[config.mk]
export PLATFORM = sky130hd
export DESIGN_NAME = imem_boot_loader
export DESIGN_NICKNAME = d
export VERILOG_FILES = /design/src/rtl/imem_boot_loader.sv
export SDC_FILE = /design/constraint.sdc
export NUM_CORES = 1
export LEC_CHECK = 0
export ABC_AREA = 1
export CAP_MARGIN = 20
export CORE_MARGIN = 8
export CORE_UTILIZATION = 50
export CTS_CLUSTER_DIAMETER = 30
export DETAILED_ROUTE_END_ITERATION = 12
export GPL_ROUTABILITY_DRIVEN = 0
export GPL_TIMING_DRIVEN = 0
export PLACE_DENSITY = 0.88
export SYNTH_ARGS = -nofsm -noshare
export SYNTH_HDL_FRONTEND = slang
export SYNTH_SLANG_ARGS = --single-unit
[constraint.sdc]
create_clock -name clk -period 2.05 [get_ports clk]
set_input_delay 0.205 -clock clk [delete_from_list [all_inputs] [get_ports clk]]
set_output_delay 0.205 -clock clk [all_outputs]
set_load 0.1 [all_outputs]
[src/rtl/imem_boot_loader.sv]
// Boot loader: parses a length-prefixed little-endian byte stream into 32-bit words,
// writes them to the instruction BRAM and keeps the core in reset until the image is in place.
module imem_boot_loader #(
  parameter int unsigned            ADDR_WIDTH      = 32,
  parameter int unsigned            MEM_DEPTH_WORDS = 1024,
  parameter logic [ADDR_WIDTH-1:0]  BASE_ADDR       = '0,
  parameter bit                     BOOT_ON_RESET   = 1'b1
) (
  input  logic                  clk,
  input  logic                  rst,
  input  logic                  load_req,
  input  logic                  byte_valid,
  input  logic [7:0]            byte_data,
  output logic                  byte_ready,
  output logic [ADDR_WIDTH-1:0] i_w_addr,
  output logic [31:0]           i_w_dat,
  output logic                  i_w_enb,
  output logic                  core_rst,
  output logic                  load_busy,
  output logic                  load_done,
  output logic                  load_err
);

  typedef enum logic [2:0] {
    S_RUN, S_HDR0, S_HDR1, S_DATA, S_WRITE, S_DONE, S_ERR
  } state_t;

  localparam state_t RST_STATE = BOOT_ON_RESET ? S_HDR0 : S_RUN;

  state_t                r_state, w_next;
  logic [15:0]           r_len;
  logic [15:0]           r_word_cnt;
  logic [1:0]            r_byte_idx;
  logic [31:0]           r_word;
  logic [ADDR_WIDTH-1:0] r_addr;

  logic        w_accept, w_enb, w_busy, w_done, w_err, w_hold;
  logic        w_xfer, w_len_over, w_last_word;
  logic [15:0] w_len_full;

  assign w_xfer      = byte_valid & w_accept;
  assign w_len_full  = {byte_data, r_len[7:0]};
  assign w_len_over  = 32'(w_len_full) > 32'(MEM_DEPTH_WORDS);
  assign w_last_word = (r_word_cnt == r_len - 16'd1);

  // State register
  always_ff @(posedge clk) begin
    if (rst) r_state <= RST_STATE;
    else     r_state <= w_next;
  end

  // Next-state logic
  always_comb begin
    w_next = r_state;
    unique case (r_state)
      S_RUN:   if (load_req) w_next = S_HDR0;
      S_HDR0:  if (w_xfer) w_next = S_HDR1;
      S_HDR1:  if (w_xfer) begin
                 if (w_len_over)            w_next = S_ERR;
                 else if (w_len_full == '0) w_next = S_DONE;
                 else                       w_next = S_DATA;
               end
      S_DATA:  if (w_xfer && r_byte_idx == 2'd3) w_next = S_WRITE;
      S_WRITE: w_next = w_last_word ? S_DONE : S_DATA;
      S_DONE:  w_next = S_RUN;
      S_ERR:   if (load_req) w_next = S_HDR0;
      default: w_next = RST_STATE;
    endcase
  end

  // Output decode
  always_comb begin
    w_accept = 1'b0;
    w_enb    = 1'b0;
    w_busy   = 1'b0;
    w_done   = 1'b0;
    w_err    = 1'b0;
    w_hold   = 1'b1;
    unique case (r_state)
      S_RUN:                  w_hold = 1'b0;
      S_HDR0, S_HDR1, S_DATA: begin w_accept = 1'b1; w_busy = 1'b1; end
      S_WRITE:                begin w_enb = 1'b1; w_busy = 1'b1; end
      S_DONE:                 w_done = 1'b1;
      S_ERR:                  begin w_accept = 1'b1; w_err = 1'b1; end
      default:                ;
    endcase
  end

  // Strobes are masked while rst is high so the reset values are visible during reset itself.
  assign byte_ready = w_accept & ~rst;
  assign i_w_enb    = w_enb    & ~rst;
  assign load_busy  = w_busy   & ~rst;
  assign load_done  = w_done   & ~rst;
  assign load_err   = w_err    & ~rst;
  assign core_rst   = w_hold   |  rst;
  assign i_w_addr   = r_addr;
  assign i_w_dat    = r_word;

  // Header capture, word assembly and write addressing
  always_ff @(posedge clk) begin
    if (rst) begin
      r_len      <= '0;
      r_word_cnt <= '0;
      r_byte_idx <= '0;
      r_word     <= '0;
      r_addr     <= BASE_ADDR;
    end else begin
      unique case (r_state)
        S_HDR0: if (w_xfer) r_len[7:0] <= byte_data;
        S_HDR1: if (w_xfer) begin
                  r_len[15:8] <= byte_data;
                  r_byte_idx  <= '0;
                  r_word_cnt  <= '0;
                  r_addr      <= BASE_ADDR;
                end
        S_DATA: if (w_xfer) begin
                  r_word[8*r_byte_idx +: 8] <= byte_data;
                  r_byte_idx                <= r_byte_idx + 2'd1;
                end
        // The address stops on the final word so it never points past the loaded image.
        S_WRITE: begin
                  r_word_cnt <= r_word_cnt + 16'd1;
                  if (!w_last_word) r_addr <= r_addr + ADDR_WIDTH'(4);
                end
        default: ;
      endcase
    end
  end

endmodule

; Yosys cells after proc, flatten, opt, wreduce, memory -nomap -nowiden
; Index checks and enable logic that the tools add are counted.
[op_classes]
add_sub_neg = 5
order_cmp = 1
n_eq_ne = 14
shifts = 2
mux = 23
bitwise = 8
reduce_logical = 15
[ops]
columns = op, count
row1 = two-way mux 32 bit, 2
row2 = one-hot mux 32 bit (2 select lines), 1
row3 = negation 5 -> 34 bit, 1
row4 = "variable shift 8 x 34 -> 32 bit, first input constant", 1
row5 = indexed part select 8 x 34 -> 32 bit, 1
row6 = "adder 32 x 3 -> 32 bit, second input constant", 1
row7 = bitwise mux 32 bit, 1
row8 = one-hot mux 16 bit (2 select lines), 1
row9 = two-way mux 3 bit, 7
row10 = one-hot mux 3 bit (6 select lines), 1
row11 = "adder 16 x 1 -> 16 bit, second input constant", 1
row12 = == test 16 bit, 1
row13 = "> comparator 16 x 11 -> 1 bit, second input constant", 1
row14 = zero test 16 bit, 1
row15 = two-way mux 16 bit, 1
row16 = "subtractor 16 x 1 -> 16 bit, second input constant", 1
row17 = "inequality test 2 bit, second input constant", 5
row18 = "== test 3 bit, second input constant", 3
row19 = AND reduction 2 bit, 4
row20 = OR reduction 4 bit, 2
row21 = AND 1 bit, 6
row22 = "== test 3 x 2 -> 1 bit, second input constant", 2
row23 = two-way mux 1 bit, 6
row24 = AND reduction 3 bit, 2
row25 = other kinds (13), 15
[totals]
ff_bits = 101
word_cells = 75

; Logic depth before layout (Yosys ltp)
[logic_depth]
ltp_word = 7
mapped_depth = 16

; Worst setup path after synthesis
; OpenSTA, ideal clock, no wires.
[synth_path]
path_type = in2out
start = input port rst
end = output port load_done
arrival_time_ps = 3312
required_ps = 1845
slack_ps = -1467
stages = 2
path_buffers = 1
path_cell_list = clkbuf_1 > nor4_1
[synth_between]
elab_chain_cells = 2
[synth_rtl]
columns = element, line
row1 = from (decl), 10  ; input logic rst,
row2 = inverter 1 bit, 93  ; assign load_done = w_done & ~rst;
row3 = AND 1 bit, 93
row4 = to (decl), 20  ; output logic load_done,
; No other way between the ends.

; Worst setup path in the final report
[layout_path]
start = register r_len[0]
end = register r_addr[9], in the netlist i_w_addr[9]
[layout_between]
elab_chain_cells = 4
[layout_rtl]
columns = element, line
row1 = from (decl), 31  ; logic [15:0] r_len;
row2 = from (signal assigned), 109  ; S_HDR0: if (w_xfer) r_len[7:0] <= byte_data;
row3 = subtractor 16 x 1 -> 16 bit, 44  ; assign w_last_word = (r_word_cnt == r_len - 16'd1);
row4 = == test 16 bit, 44
row5 = inequality test 2 bit (no source line), n/a
row6 = AND reduction 3 bit (no source line), n/a
row7 = to (signal assigned), 123  ; if (!w_last_word) r_addr <= r_addr + ADDR_WIDTH'(4);
row8 = to (decl), 35  ; logic [ADDR_WIDTH-1:0] r_addr;
; No other way between the ends.
; A chain may end at the register's enable or synchronous reset.

==> metrics.cfg <==
[routing]
vias = 6546
antenna_left = 0
routed_wirelength_microns = 19680
vias_per_cell = 5.876
drtPass1Iterations = 6
drt_iter0_markers = 875
wl_per_cell_microns = 17.66
post-route-drc-count = 0

[synth]
synthFlopType = dfxtp_1
synth_top_area_share_pct = 34.52
synth_area_sq_um = 5742
synth_commonest_cells = nand2_1, nor2_1, dfxtp_1, a21oi_1, inv_1
ys_seq_elements = 99
post-synth-top-count-cell = nand2_1
synth_top_area_cell = dfxtp_1
syn-mean-instance-area_sq_um = 6.716
yosysUniqueCellTypes = 42
synth_warnings = 0
async_flop_share_pct = 0
netlist_instances = 855
seq_area_frac_synth_pct = 34.52
yosys-top-cells-area = dfxtp_1, nand2_1, a21oi_1
synth_edf_count = 0

[clock_network]
cts_buffers = 9
cts_sinks = 99
htree_levels = 3
postCtsHoldBufs = 0
ctsRootBufferMaster = clkbuf_16
tritoncts = done
clk_latency_ns = 0.35
cts_buffer_depth = 2
cts.clk_slew.worst_paths_ns = 0.07

[flow_run]
maxCapViolCount = 0

[layout]
area_growth_pct = 34.43
diodes = 0
nets = 987
drive_above_1_share_pct = 21.73
nFillCells = 853

[sta]
drv_slew = 0
finalSetupViolations = 30
clock.fmax_mhz = 472.7
period_minus_slack_ns = 2.115
finalHoldViolations = 0
relSlewSlack_pct = 33.82
skew_ns = 0.01170
rsz0062_at_grt = true
period_share_pct = 103.2
tightest_slew_ns = 0.9896
fin_ws_ns = -0.06543

[setup_path]
r2r_start = r_len[0]
arrival_ns = 2.39
worstSetupPathType = reg2reg
cp-start-kind = flip-flop
r2r-end = i_w_addr[9]
cp-end-kind = flip-flop
critPathMaxFanout = 6
critical_path_required_ns = 2.32
r2r_cells = 15
reg2reg_slack_ns = -0.07

[status]
status = finished, violations left
violations = negative setup slack

[placed_design]
pre_cts_ws_ns = -1.141
dp_hpwl_microns = 12450
portBuffers = 79

[power]
p_per_area_nw_per_um2 = 871.5
peakVddDrop_v = 0.0007839
power_mw = 6.727
leakagePower_nw = 3.214

[hold_path]
min_path_type = reg2reg
min_to = i_w_dat[24]
hold_depth = 2
min_from = i_w_dat[24]

[global_route]
grt_pass1_wl_microns = 29260
grtUsageMet3_pct = 4.703
grt_util_all_layers_pct = 23.88
antenna_found_initial = 0
grt.overflow.total = 0
use_met2_pct = 39.88
met1_usage_pct = 29.13
grt_pass1_vias = 6053
grt_max_degree = 18
top_usage_layer = met2

[die]
ios = 82
die_h_microns = 123.2
row_count = 39
start_util_pct = 50.72
die_w_microns = 123.2
dieArea_sq_um = 15170
core-area_sq_um = 11320

==> critical path: stages (launching register included) <==
cell	delay, ns
dfxtp_4	0.36
inv_4	0.06
ha_4	0.17
nand2_4	0.09
nor2_4	0.17
nand2_1	0.08
nand2_1	0.09
nand2_2	0.07
nor2_4	0.11
nand2_2	0.06
nor2_4	0.14
nand3_4	0.15
nand2_8	0.14
buf_6	0.14
nand2_1	0.07
a21oi_2	0.13
==> power by group <==
part	internal [mW]	total, mW	switching (mW)
clock network	1.08	1.88	0.794
logic	0.884	2.65	1.76
registers	2.04	2.20	0.162
==> how the worst max path moves through the flow <==
stage              endpoint  startpoint  slack [ns]  cells past startpoint
3_3_place_gp       load_err         rst       -1.13                      5
3_5_place_dp       load_err         rst       -1.14                      5
6_report        i_w_addr[9]    r_len[0]       -0.07                     15
2_1_floorplan     load_busy  r_state[0]       -0.19                      7
5_1_grt        i_w_addr[23]    r_len[0]       -0.21                     15
4_1_cts           load_busy  r_state[1]       -0.09                      9
==> kinds of logic after synthesis <==
kind of cell | synth area share, %
buffers and inverters | 8.651
other | 0.06531
adders and majority gates | 1.961
and+or+nand+nor | 33.73
DFF | 34.52
AOI/OAI and AO/OA | 14.97
xor gates and xnor gates | 6.102
==> final cells by class <==
cell class | count | area (sq um) | share of cell area, %
clock inverter | 6 | 93.84 | 1.216
clock buffer | 10 | 229.0 | 2.966
tap | 143 | 178.9 | 2.318
buffer | 34 | 237.7 | 3.080
timing repair buffer | 103 | 1033 | 13.39
sequential | 99 | 2039 | 26.42
multi-input combinational | 637 | 3592 | 46.54
inverter | 82 | 314.1 | 4.069
==> metrics by stage <==
stage / instance area [sq um] / util [%] / cells / TNS (ns) / hold slack [ns]
after floorplan: 5822 / - / 856 / -0.2202 / 0.3677
after global placement: 6792 / 59.99 / 1078 / -13.64 / 0.4531
after detailed placement: 6792 / 59.99 / 1078 / -17.89 / 0.4524
after CTS: 7342 / 64.85 / 1105 / -0.8023 / 0.4631
after global routing: 7719 / 68.18 / 1114 / -5.519 / 0.4755
final: 7719 / 68.18 / 1114 / -0.8050 / 0.4604
==> routing by layer <==
metal | wire length (microns) | part of all wire [%] | vias up
met2 | 9224 | 47 | 420
met5 | 0 | 0 | -
met1 | 7747 | 39 | 3004
li1 | - | - | 3031
met3 | 1864 | 9.5 | 91
met4 | 841 | 4.3 | 0
==> placed cells by master, fill, tap and decap left out, types with 8 or more instances in the layout <==
cell type,count
dlymetal6s2s_1,17
buf_4,26
or4_1,8
nand2_2,21
clkbuf_1,10
nand3_1,55
xnor2_1,15
clkdlybuf4s50_1,22
dlygate4sd2_1,34
nor3_1,21
nand4_1,20
nor2_2,14
inv_2,11
xor2_1,25
inv_1,68
clkbuf_16,10
nor2_4,14
nand2_4,9
a21oi_2,22
a21oi_1,68
nor2_1,84
nand2_1,169
dfxtp_2,28
dfxtp_1,65
o21ai_0,45
==> sequential cells by signal (all words and copies together) (netlist names) <==
signal and count:
i_w_dat 32, r_state 3, r_len 16, r_byte_idx 2, r_word_cnt 16, i_w_addr 30
==> timing repair <==
| action | CTS | global route |
|---|---|---|
| endpoints found under the setup margin | 103 | 99 |
| buffers inserted | 9 | 13 |
| gates cloned | 3 | 1 |
| resized for setup | 124 | 101 |
| pin swaps | 8 | 25 |
No activity file was read; power rests on OpenSTA's default activity.
